==> src/rtl/uart_word_rx_if.sv <==
// uart_word_rx_if: serial input, slave busy flag and word-presentation outputs of uart_word_rx; UART_PARITY_CHECK_EN adds parity_err.
interface uart_word_rx_if;
    logic        rx;
    logic        dirty;
    logic [15:0] word_out;
    logic        word_valid;
    logic        fifo_full;
    logic        overrun;
    logic        frame_err;
`ifdef UART_PARITY_CHECK_EN
    logic        parity_err;
`endif
    modport master (
        input  rx, dirty,
        output word_out, word_valid, fifo_full, overrun, frame_err
`ifdef UART_PARITY_CHECK_EN
        , output parity_err
`endif
    );
    modport slave (
        output rx, dirty,
        input  word_out, word_valid, fifo_full, overrun, frame_err
`ifdef UART_PARITY_CHECK_EN
        , input parity_err
`endif
    );
endinterface

==> src/rtl/uart_word_rx.sv <==
// uart_word_rx: 8N1 receiver pairing bytes low-first into 16-bit words, FIFO-buffered and offered when the slave is not dirty.
// Defining UART_PARITY_CHECK_EN switches the frame to 8E1 and adds the sticky parity_err flag.
module uart_word_rx #(
    parameter int CLKS_PER_BIT = 434,
    parameter int FIFO_DEPTH   = 4,
    parameter int SYNC_STAGES  = 2
) (
    input logic            clk,
    input logic            rst,
    uart_word_rx_if.master bus
);
    localparam int CW = $clog2(CLKS_PER_BIT);
    localparam int AW = $clog2(FIFO_DEPTH);
    localparam logic [CW-1:0] HALF_M1 = CW'(CLKS_PER_BIT / 2 - 1);
    localparam logic [CW-1:0] FULL_M1 = CW'(CLKS_PER_BIT - 1);

    typedef enum logic [2:0] {
        RX_IDLE,
        RX_START,
        RX_DATA,
`ifdef UART_PARITY_CHECK_EN
        RX_PARITY,
`endif
        RX_STOP
    } rx_state_t;
    typedef enum logic {TX_IDLE, TX_HOLD} tx_state_t;

`ifdef UART_PARITY_CHECK_EN
    localparam rx_state_t AFTER_DATA = RX_PARITY;
`else
    localparam rx_state_t AFTER_DATA = RX_STOP;
`endif

    logic [SYNC_STAGES-1:0] r_sync;
    logic                   w_rx, r_rx_prev;
    rx_state_t              r_rx_st, w_rx_n;
    logic [CW-1:0]          r_cnt;
    logic [2:0]             r_bit;
    logic [7:0]             r_shift, r_low;
    logic                   r_pend, r_brk, r_frame_err, r_push;
    logic [15:0]            r_push_word;
    logic                   w_tick, w_good, w_bad, w_brk_set, w_par_bad;

    logic [15:0]            r_mem [FIFO_DEPTH];
    logic [AW:0]            r_wptr, r_rptr, w_count, w_count_n;
    logic                   w_empty, w_full, w_pop, w_wr;
    logic                   r_full, r_overrun, r_valid, r_hcnt;
    logic [15:0]            r_word;
    tx_state_t              r_tx_st, w_tx_n;

    assign w_rx = r_sync[SYNC_STAGES-1];

`ifdef UART_PARITY_CHECK_EN
    logic r_par_bad, r_parity_err;
    assign w_par_bad      = r_par_bad;
    assign bus.parity_err = r_parity_err;

    always_ff @(posedge clk or negedge rst) begin
        if (!rst) begin
            r_par_bad    <= 1'b0;
            r_parity_err <= 1'b0;
        end else if (r_rx_st == RX_PARITY && w_tick) begin
            r_par_bad    <= ^{r_shift, w_rx};
            r_parity_err <= r_parity_err || ^{r_shift, w_rx};
        end
    end
`else
    assign w_par_bad = 1'b0;
`endif

    always_comb begin
        w_rx_n    = r_rx_st;
        w_good    = 1'b0;
        w_bad     = 1'b0;
        w_brk_set = 1'b0;
        w_tick    = r_cnt == ((r_rx_st == RX_START) ? HALF_M1 : FULL_M1);
        case (r_rx_st)
            RX_IDLE:   w_rx_n = (r_rx_prev && !w_rx) ? RX_START : RX_IDLE;
            RX_START:  if (w_tick) w_rx_n = w_rx ? RX_IDLE : RX_DATA;
            RX_DATA:   if (w_tick && r_bit == 3'd7) w_rx_n = AFTER_DATA;
`ifdef UART_PARITY_CHECK_EN
            RX_PARITY: if (w_tick) w_rx_n = RX_STOP;
`endif
            RX_STOP: begin
                // a low stop bit parks here until the line returns high
                if (r_brk) begin
                    w_rx_n = w_rx ? RX_IDLE : RX_STOP;
                end else if (w_tick) begin
                    w_good    = w_rx && !w_par_bad;
                    w_bad     = !(w_rx && !w_par_bad);
                    w_brk_set = !w_rx;
                    w_rx_n    = w_rx ? RX_IDLE : RX_STOP;
                end
            end
            default:   w_rx_n = RX_IDLE;
        endcase
    end

    always_ff @(posedge clk or negedge rst) begin
        if (!rst) begin
            r_sync      <= '1;
            r_rx_prev   <= 1'b1;
            r_rx_st     <= RX_IDLE;
            r_cnt       <= '0;
            r_bit       <= '0;
            r_shift     <= '0;
            r_low       <= '0;
            r_pend      <= 1'b0;
            r_brk       <= 1'b0;
            r_frame_err <= 1'b0;
            r_push      <= 1'b0;
            r_push_word <= '0;
        end else begin
            r_sync      <= {r_sync[SYNC_STAGES-2:0], bus.rx};
            r_rx_prev   <= w_rx;
            r_rx_st     <= w_rx_n;
            r_cnt       <= (r_rx_st == RX_IDLE || w_tick) ? '0 : r_cnt + 1'b1;
            r_bit       <= (r_rx_st == RX_START) ? 3'd0 : (r_rx_st == RX_DATA && w_tick) ? r_bit + 3'd1 : r_bit;
            r_brk       <= (r_brk && r_rx_st == RX_STOP && !w_rx) || w_brk_set;
            r_frame_err <= r_frame_err || w_brk_set;
            r_pend      <= w_good ? !r_pend : w_bad ? 1'b0 : r_pend;
            r_push      <= w_good && r_pend;
            if (r_rx_st == RX_DATA && w_tick) r_shift <= {w_rx, r_shift[7:1]};
            if (w_good && !r_pend) r_low <= r_shift;
            if (w_good && r_pend) r_push_word <= {r_shift, r_low};
        end
    end

    assign w_count   = r_wptr - r_rptr;
    assign w_empty   = w_count == '0;
    assign w_full    = w_count == (AW+1)'(FIFO_DEPTH);
    // a full FIFO still accepts the push when the head leaves in the same cycle
    assign w_wr      = r_push && (!w_full || w_pop);
    assign w_count_n = w_count + {{AW{1'b0}}, w_wr} - {{AW{1'b0}}, w_pop};

    always_comb begin
        w_pop  = 1'b0;
        w_tx_n = r_tx_st;
        w_pop  = r_tx_st == TX_IDLE && !w_empty && !bus.dirty;
        w_tx_n = w_pop ? TX_HOLD : (r_tx_st == TX_HOLD && r_hcnt) ? TX_IDLE : r_tx_st;
    end

    always_ff @(posedge clk) begin
        if (w_wr) r_mem[r_wptr[AW-1:0]] <= r_push_word;
    end

    always_ff @(posedge clk or negedge rst) begin
        if (!rst) begin
            r_wptr    <= '0;
            r_rptr    <= '0;
            r_full    <= 1'b0;
            r_overrun <= 1'b0;
            r_tx_st   <= TX_IDLE;
            r_hcnt    <= 1'b0;
            r_valid   <= 1'b0;
            r_word    <= '0;
        end else begin
            r_tx_st   <= w_tx_n;
            r_hcnt    <= r_tx_st == TX_HOLD && !r_hcnt;
            r_valid   <= w_pop;
            r_full    <= w_count_n == (AW+1)'(FIFO_DEPTH);
            r_overrun <= r_overrun || (r_push && w_full && !w_pop);
            if (w_wr) r_wptr <= r_wptr + 1'b1;
            if (w_pop) r_rptr <= r_rptr + 1'b1;
            if (w_pop) r_word <= r_mem[r_rptr[AW-1:0]];
        end
    end

    assign bus.word_out   = r_word;
    assign bus.word_valid = r_valid;
    assign bus.fifo_full  = r_full;
    assign bus.overrun    = r_overrun;
    assign bus.frame_err  = r_frame_err;
endmodule

==> src/flat_wrapper.sv <==
// flat-port wrapper written by rule: the top's interface ports become plain ports
module uart_word_rx_flat 
#(
    parameter int CLKS_PER_BIT = 434,
    parameter int FIFO_DEPTH   = 4,
    parameter int SYNC_STAGES  = 2
)
  (clk, rst, bus_rx, bus_dirty, bus_word_out, bus_word_valid, bus_fifo_full, bus_overrun, bus_frame_err);
  uart_word_rx_if bus_i ();
  input logic clk;
  input logic rst;
  input wire logic [$bits(bus_i.rx)-1:0] bus_rx;
  input wire logic [$bits(bus_i.dirty)-1:0] bus_dirty;
  output wire logic [$bits(bus_i.word_out)-1:0] bus_word_out;
  output wire logic [$bits(bus_i.word_valid)-1:0] bus_word_valid;
  output wire logic [$bits(bus_i.fifo_full)-1:0] bus_fifo_full;
  output wire logic [$bits(bus_i.overrun)-1:0] bus_overrun;
  output wire logic [$bits(bus_i.frame_err)-1:0] bus_frame_err;
  assign bus_i.rx = bus_rx;
  assign bus_i.dirty = bus_dirty;
  assign bus_word_out = bus_i.word_out;
  assign bus_word_valid = bus_i.word_valid;
  assign bus_fifo_full = bus_i.fifo_full;
  assign bus_overrun = bus_i.overrun;
  assign bus_frame_err = bus_i.frame_err;
  uart_word_rx #(.CLKS_PER_BIT(CLKS_PER_BIT), .FIFO_DEPTH(FIFO_DEPTH), .SYNC_STAGES(SYNC_STAGES)) u_core (.clk(clk), .rst(rst), .bus(bus_i));
endmodule
==> config.mk <==
export PLATFORM = sky130hd
export DESIGN_NAME = uart_word_rx_flat
export DESIGN_NICKNAME = d
export VERILOG_FILES = /design/src/rtl/uart_word_rx_if.sv /design/src/rtl/uart_word_rx.sv /design/src/flat_wrapper.sv
export SDC_FILE = /design/constraint.sdc
export NUM_CORES = 1
export LEC_CHECK = 0
export CORE_ASPECT_RATIO = 0.6
export CORE_MARGIN = 2
export CORE_UTILIZATION = 65
export CTS_CLUSTER_SIZE = 28
export DETAILED_ROUTE_END_ITERATION = 10
export PLACE_DENSITY = 0.84
export SETUP_SLACK_MARGIN = 0.5
export SLEW_MARGIN = 20
export SYNTH_ARGS = -nofsm -noshare
export SYNTH_HDL_FRONTEND = slang
export SYNTH_SLANG_ARGS = --single-unit
==> constraint.sdc <==
create_clock -name clk -period 6.92 [get_ports clk]
set_input_delay 1.038 -clock clk [delete_from_list [all_inputs] [get_ports clk]]
set_output_delay 1.038 -clock clk [all_outputs]
set_load 0.02 [all_outputs]
# Word level (Yosys, flattened, before mapping)
# Memory sizes are Yosys's and may differ from the RTL's. A register that Yosys moved wholly into a read port is not among the register bits.
# Index checks and enable logic that the tools add are counted.
# op_classes
add_sub_neg	7
multipliers	0
div	0
order_cmp	0
n_eq_ne	10
shift	0
muxes	24
n_bitwise	1
n_reduce_logical	33
# op_table
cell	n
2-to-1 mux 3 bit	6
2-to-1 mux 9 bit	2
logical AND 1 bit	14
2-to-1 mux 1 bit	13
case mux 3 bit (4 select lines)	1
adder 3 x 1 -> 3 bit, second input constant	3
adder 9 x 1 -> 9 bit, second input constant	1
== test 3 bit, second input constant	3
== test 9 bit	1
logical NOT 1 bit	8
== test 3 x 2 -> 1 bit, second input constant	2
logical NOT 3 bit	2
nonzero test 2 bit	3
logical OR 1 bit	5
2-to-1 mux 2 bit	2
!= test 2 x 1 -> 1 bit, second input constant	2
adder 3 x 1 -> 3 bit	1
== test 3 x 1 -> 1 bit, second input constant	1
!= test 3 x 1 -> 1 bit, second input constant	1
AND reduction 3 bit	1
subtractor 3 x 1 -> 3 bit	1
subtractor 3 bit	1
NOT 1 bit	1
# totals
ff_bits	65
latch_bits	0
mem_bits_rw	64
mem_bits_ro	0
inputBits	4
output_inout_bits	20
n_memories	1
# memory_table
name	words	word_bits	rd	rd_ports_with_merged_regs	wr	line_no	source
u_core.r_mem	4	16	1	1	1	uart_word_rx.sv:44	logic [15:0] r_mem [FIFO_DEPTH];

# Logic depth before layout (Yosys ltp)
# Gate-level depths: netlist of the first run.
# logic_depth
word_depth	10
depth_mapped	13
ltp_nobuf	12

# Least setup slack after synthesis of the first run
# Ideal clock, no wire load.
# synth_timing
path_type	register to register
start	register u_core.r_wptr[0]
end	register u_core.r_full, in the netlist u_core.bus.fifo_full
setup_ns	0.086
arrival_ns	2.871
t_required_ns	6.834
path_slack_ns	3.963
path_stages_with_launch	14
synth_period_minus_slack_ns	2.957
path_cell_list	dfrtp_1 -> inv_1 -> ha_1 -> fa_1 -> nand2_1 -> o21a_1 -> buf_2 -> nand2_1 -> o21ai_0 -> ha_1 -> fa_1 -> xor2_1 -> xnor2_1 -> nor3_1
# synth_via
elab_chain_cells	10
word_cells_on_any_way	12
# synth_lines
element	line_no	source
from (decl)	uart_word_rx.sv:45	logic [AW:0] r_wptr, r_rptr, w_count, w_count_n;
from (signal assigned)	uart_word_rx.sv:163	if (w_wr) r_wptr <= r_wptr + 1'b1;
subtractor 3 bit (*)	uart_word_rx.sv:129	assign w_count = r_wptr - r_rptr;
logical NOT 3 bit (*)	uart_word_rx.sv:130	assign w_empty = w_count == '0;
logical NOT 1 bit (*)	uart_word_rx.sv:139	w_pop = r_tx_st == TX_IDLE && !w_empty && !bus.dirty;
logical AND 1 bit (*) (2 in a row)	uart_word_rx.sv:139	
via u_core.w_pop	uart_word_rx.sv:46	logic w_empty, w_full, w_pop, w_wr;
logical OR 1 bit	uart_word_rx.sv:133	assign w_wr = r_push && (!w_full || w_pop);
logical AND 1 bit	uart_word_rx.sv:133	
adder 3 x 1 -> 3 bit	uart_word_rx.sv:134	assign w_count_n = w_count + {{AW{1'b0}}, w_wr} - {{AW{1'b0}}, w_pop};
subtractor 3 x 1 -> 3 bit (*)	uart_word_rx.sv:134	
== test 3 bit (*)	uart_word_rx.sv:161	r_full <= w_count_n == (AW+1)'(FIFO_DEPTH);
to (signal assigned)	uart_word_rx.sv:161	
to (decl)	uart_word_rx.sv:47	logic r_full, r_overrun, r_valid, r_hcnt;
# The timed path passes the listed nets; every way through them passes the cells marked *.
# A chain may end at the register's enable or synchronous reset.

# Worst setup path in the final report of the first run
# layout_timing
start	register u_core.r_rptr[1]
end	register u_core.r_full, in the netlist u_core.bus.fifo_full
# layout_via
elab_chain_cells	10
word_cells_on_any_way	12
# layout_lines
element	line_no	source
from (decl)	uart_word_rx.sv:45	
from (signal assigned)	uart_word_rx.sv:164	if (w_pop) r_rptr <= r_rptr + 1'b1;
subtractor 3 bit (*)	uart_word_rx.sv:129	
logical NOT 3 bit	uart_word_rx.sv:130	
logical NOT 1 bit	uart_word_rx.sv:139	
logical AND 1 bit (2 in a row)	uart_word_rx.sv:139	
logical OR 1 bit	uart_word_rx.sv:133	
logical AND 1 bit	uart_word_rx.sv:133	
adder 3 x 1 -> 3 bit	uart_word_rx.sv:134	
subtractor 3 x 1 -> 3 bit (*)	uart_word_rx.sv:134	
== test 3 bit (*)	uart_word_rx.sv:161	
# Every way passes the cells marked *; elsewhere a longest branch is shown, timed or not.

==> metrics, run 1 <==
Post-CTS Setup Bufs=0; number of CTS-inserted buffers=17; Synth Warn #=0; nets@finish=390; vias in the first global route=3222; all-layer global routing usage=0.249; RD Place Congestion=0.794; Slew HR=0.356; CTS sink count=144; global-route wire length before repair=17900 um; crit path from=u_core.r_rptr[1]; most area-hungry cell type in the Yosys netlist=dfrtp_1; Cell Chain, Critical Path=fa_1 > nand2_1 > o21a_1 > nand2_1 > o21ai_0 > ha_1 > fa_1 > xor2_1 > xnor2_1 > nor3_1; Achievable Freq=264 MHz; Via Count=3190; Setup CP Type=reg2reg; DRC=0; ys flop type=dfrtp_1; syn_area_per_cell=17.1 um2; sequential element share of the synthesized area=0.671; Fin Hold WS=0.355 ns; VDD IR max=0.230 mV; Iter 0 DRT Violations=293; critical path peak fanout=21; max-slew violations=0; CP max stage delay=0.78 ns; Routed WL per cell=22.4 um; post-synthesis instance area=0.00586 mm2; Crit Reg-Reg Startpoint=u_core.r_rptr[1]; Root Driver=clkbuf_16; Min-Delay Startpoint=u_core.r_sync[0]; vias per cell=6.39; Final ANT Viol Nets=0; CTS tree=yes; Max Cap Viol=0; RSZ-0062 raised after global routing=no; post-route insts no fill=499; CTS H-tree lvls=4; Final min period=3.79 ns; placed insts=467; Post-synth ARST share=0.556; hpwl dp=6640 um; syn nets=359; Die H=77.5 um; ratio of cells with drive above 1 in the final layout=0.284; WP data arrival=4.11 ns; P_leak=2.92 nW; Power Dens Cells=364 mW/mm2; area grow syn2layout=16.7%; utilization after layout=0.793; row count=26; Slowest-stage cell, CP=fa_1; area of the core=0.00862 mm2; final period utilization=0.547; largest cells by area after synthesis=dfrtp_1 (33%), edfxtp_1 (33%), mux2_2 (9.4%), mux4_2 (6.2%), ha_1 (2.1%); IO Port Bufs=23; Worst-Margin Slew=0.965 ns; final setup TNS=0 ns; worst min path class=reg2reg; Area after DPL=0.00618 mm2; antenna diode count=0; die extent in x=127 um; Pre-antenna DRT Iters=5; Yosys top cell area share=0.329; cell area after layout=0.00684 mm2; post-cts resize count=0; Worst-path clk slew=0.06 ns; Post-synth EDFFs=64; kind of end point of the critical path=flop; Yosys reg bits=144; Synth Instances=343; cts hold-fix bufs=0; Clock Skew=0.00953 ns; Post-Route WL=11200 um; Critical Path Source Type=flop; largest net degree at the start of global routing=81; final hold vios=0; Initial Util=0.679; status=finished clean; DIE AREA=0.00981 mm2; # setup viols final=0; Congestion Overflow GR=0; # IOs=24; Netlist cell types=50; Crit path required time=7.25 ns; maximum clock insertion buffer count=2; antenna violations before repair=0; clk_lat worst skew=0.42 ns
==> report_power, final <==
part           internal [W]  switching (W)
Sequential         0.000950      0.0000890
Combinational      0.000242       0.000203
Clock              0.000665       0.000338
Total               0.00186       0.000630
==> critical path: cells and delay by family, from the launching register on <==
family                     cells  cell delay, ns
xor gates and xnor gates       2            0.31
DFF                            1            0.71
AOI/OAI and AO/OA              2            0.68
adders and majority gates      3            1.43
and+or+nand+nor                3            0.56
==> stage by stage <==
step,power (W),worst slack [ns]
global placement,0.00147,3.34
global route,0.00257,2.83
floorplan,0.00135,3.96
detailed placement,0.00149,3.18
finish,0.00249,3.13
CTS,0.00250,3.10
==> kinds of logic after synthesis <==
| group | Yosys count | share of synthesized area |
|---|---|---|
| AOI/OAI and AO/OA | 33 | 0.0487 |
| and+or+nand+nor | 53 | 0.0562 |
| xor gates and xnor gates | 14 | 0.0235 |
| muxes | 65 | 0.156 |
| adders and majority gates | 12 | 0.0282 |
| buffers and inverters | 22 | 0.0171 |
| DFF | 144 | 0.671 |
==> layer usage <==
layer,track usage,wire [um],vias up
li1,-,-,1374
met1,0.356,5110,1681
met2,0.378,5270,111
met3,0.0490,567,24
met4,0.116,231,0
met5,0,0,-
==> synthesized netlist by cell type, types with 2 or more instances <==
cell type / number
xnor2_1: 7
mux4_2: 16
nor3_1: 12
nor3b_1: 2
a21o_1: 2
edfxtp_1: 64
xor2_1: 6
nand3_1: 4
o21ai_0: 6
inv_1: 9
dfrtp_1: 77
a21oi_1: 3
and2_1: 4
nand2b_1: 2
dfstp_2: 3
nand2_1: 11
o211a_1: 2
o311ai_0: 4
clkbuf_1: 4
ha_1: 10
nor2b_1: 2
nor2_1: 6
buf_4: 3
mux2_2: 49
o2111ai_1: 5
fa_1: 2
buf_2: 5
==> cell type report <==
class | instances | area [um2]
Clock buffer | 21 | 470
Clock inverter | 11 | 184
Fill cell | 446 | 1790
Inverter | 9 | 33.8
Multi-Input combinational cell | 177 | 1830
Sequential cell | 144 | 3930
Tap cell | 112 | 140
Timing Repair Buffer | 25 | 246
==> layout by cell type (no fill, tap or decap), drive strengths merged, types with 2 or more instances in the layout <==
master,count
dfrtp,77
edfxtp,64
mux2,49
clkdlybuf4s50,22
clkbuf,21
mux4,16
nor3,12
nand2,11
ha,10
inv,9
xnor2,7
nor2,6
xor2,6
o21ai,6
o2111ai,6
bufinv,5
clkinv,5
nand3,4
and2,4
o311ai,4
a21oi,4
dfstp,3
buf,3
nand2b,2
nor3b,2
o211a,2
nor2b,2
a21o,2
fa,2
nand4b,2
and4,2
a2111oi,2
==> flip-flops by register name, indices dropped and copies added, names as in the netlist, 2 cells and up, named ones only <==
signal / flops
u_core.r_bit: 3
u_core.r_push_word: 16
u_core.r_sync: 2
u_core.r_shift: 8
u_core.bus.word_out: 16
u_core.r_mem: 64
u_core.r_rptr: 3
u_core.r_cnt: 9
u_core.r_wptr: 3
u_core.r_low: 8
==> worst paths after layout <==
kind                            cells past startpoint                    end  slack, ns
worst max-delay path                               10   u_core.bus.fifo_full       3.13
worst min-delay path                                0       u_core.r_sync[1]       0.35
min in group asynchronous                           1  u_core.r_push_word[2]       0.66
worst min register to register                      0       u_core.r_sync[1]       0.35
max in group asynchronous                           1     u_core.bus.overrun       5.77
worst max register to register                     10   u_core.bus.fifo_full       3.13
Note: power is estimated with default switching activity, not from simulation.
==> run 2: changes to the inputs <==
- CORE_UTILIZATION: 65 -> 54
- PLACE_DENSITY: 0.84 -> 0.75
- clock period: 6.92 -> 3.1 ns (I/O delays scaled with it)
==> run 2 against run 1 <==
Routed wire length fell by 6.1%. Highest routed layer unchanged. First-iteration DRC count down 14%. Sequential share of layout area decreased by 1.2 points. Critical endpoint unchanged. Clock skew rose by 0.00089 ns.
==> metrics, run 2 (synthesis results as in run 1) <==
status=finished clean; worst min path class=in2async; RD Place Congestion=0.774; Fin Hold WS=0.0884 ns; final hold vios=0; post-route insts no fill=544; critical path peak fanout=2; # IOs=24; vias per cell=5.75; GRT busiest layer=met1; vias in the first global route=3093; cts hold-fix bufs=0; Achievable Freq=381 MHz; Critical Path Source Type=flop; WP data arrival=2.95 ns; die extent in x=138 um; Most common cell on crit path=fa_2; Post-Route WL=10500 um; area of the core=0.0106 mm2; P_leak=2.97 nW; DRC=0; Worst-path clk slew=0.06 ns; largest net degree at the start of global routing=81; Initial Util=0.555; Die H=84.7 um; area grow syn2layout=19.2%; antenna violations before repair=0; hpwl dp=6440 um; Setup CP Type=reg2reg; Congestion Overflow GR=0; utilization after layout=0.661; IO Port Bufs=23; Root Driver=clkbuf_16; CP max stage delay=0.37 ns; Design Power=0.00539 W; Clock Skew=0.0104 ns; number of CTS-inserted buffers=17; CTS H-tree lvls=4; clk_lat worst skew=0.41 ns; Largest register FFs=64; commonest non-fill, non-tap cell in the layout=dfrtp_1; Power Dens Cells=772 mW/mm2; Worst-Margin Slew=0.929 ns; met1 GRT Util=0.286; Slowest-stage cell, CP=fa_2; CP bufs+invs=1; Crit path required time=3.42 ns; RSZ-0062 raised after global routing=yes; nets@finish=408; Final min period=2.63 ns; CTS tree=yes; # setup viols final=0; Iter 0 DRT Violations=253; maximum clock insertion buffer count=2; placed insts=502; crit path from=u_core.r_wptr[0]; global-route wire length before repair=16900 um; row count=29; Via Count=3130; most frequent cells in the layout=dfrtp_1 (77), edfxtp_1 (64), mux2_2 (49); Final ANT Viol Nets=0; Routed WL per cell=19.3 um; CTS sink count=144; Slew HR=0.378; Crit Reg-Reg Startpoint=u_core.r_wptr[0]; Crit path max-delay family=adder cells; DIE AREA=0.0117 mm2; met3 Track Usage GR=0.0553; final period utilization=0.847; max-slew violations=0; Max Cap Viol=0; GR Util met2=0.279; Pre-antenna DRT Iters=4; Cell Chain, Critical Path=inv_2 > ha_4 > fa_2 > xor3_2 > o21a_1 > nand2_4 > o21ai_2 > ha_2 > fa_2 > xor2_1 > xnor2_1 > nor3_1; antenna diode count=0; VDD IR max=0.549 mV; ratio of cells with drive above 1 in the final layout=0.341; all-layer global routing usage=0.194; final setup TNS=0 ns; kind of end point of the critical path=flop
-- run 2: changes by cell type in the layout (fill, tap and decap cells not counted), sizes merged --
cell	before	now
buf	3	21
bufinv	5	3
clkbuf	21	17
clkinvlp	1	7
-- run 2: path summary, 6_finish.rpt --
check / to / slack (ns) / cells past startpoint
max in group asynchronous: u_core.bus.word_out[11] / 2.52 / 1
worst max-delay path: u_core.bus.fifo_full / 0.47 / 12
min in group clk: u_core.r_sync[1] / 0.36 / 0
worst max register to register: u_core.bus.fifo_full / 0.47 / 12
worst min-delay path: u_core.r_bit[1] / 0.09 / 1
worst min register to register: u_core.r_sync[1] / 0.36 / 0
-- run 2: report_power, final --
part	switching [W]	internal (W)	total [W]
clock network	0.000770	0.00126	0.00203
logic	0.000513	0.000592	0.00110
registers	0.000134	0.00212	0.00226
-- run 2: layer usage --
metal | vias to the layer above | wire (um)
met4 | 0 | 113
met5 | - | 0
met3 | 11 | 526
met1 | 1644 | 5180
met2 | 69 | 4680
li1 | 1406 | -
-- run 2: stage by stage --
step	worst slack [ns]	instance area (um2)
4_1_cts	0.441	6950
3_5_place_dp	0.290	6290
3_3_place_gp	0.421	6290
6_report	0.475	6980
5_1_grt	0.382	6980
2_1_floorplan	0.362	5880
-- run 2: layout make-up --
cell class / count / area, um2
Clock buffer: 17 / 425
Clock inverter: 15 / 170
Fill cell: 724 / 3580
Inverter: 9 / 33.8
Multi-Input combinational cell: 177 / 1860
Sequential cell: 144 / 3930
Tap cell: 139 / 174
Timing Repair Buffer: 43 / 385
-- run 2: repair_timing --
action | CTS | global route
setup endpoints to repair | 1 | 45
resized for setup | 3 | 1
pin swaps | 9 | 3
buffers inserted | 7 | 3
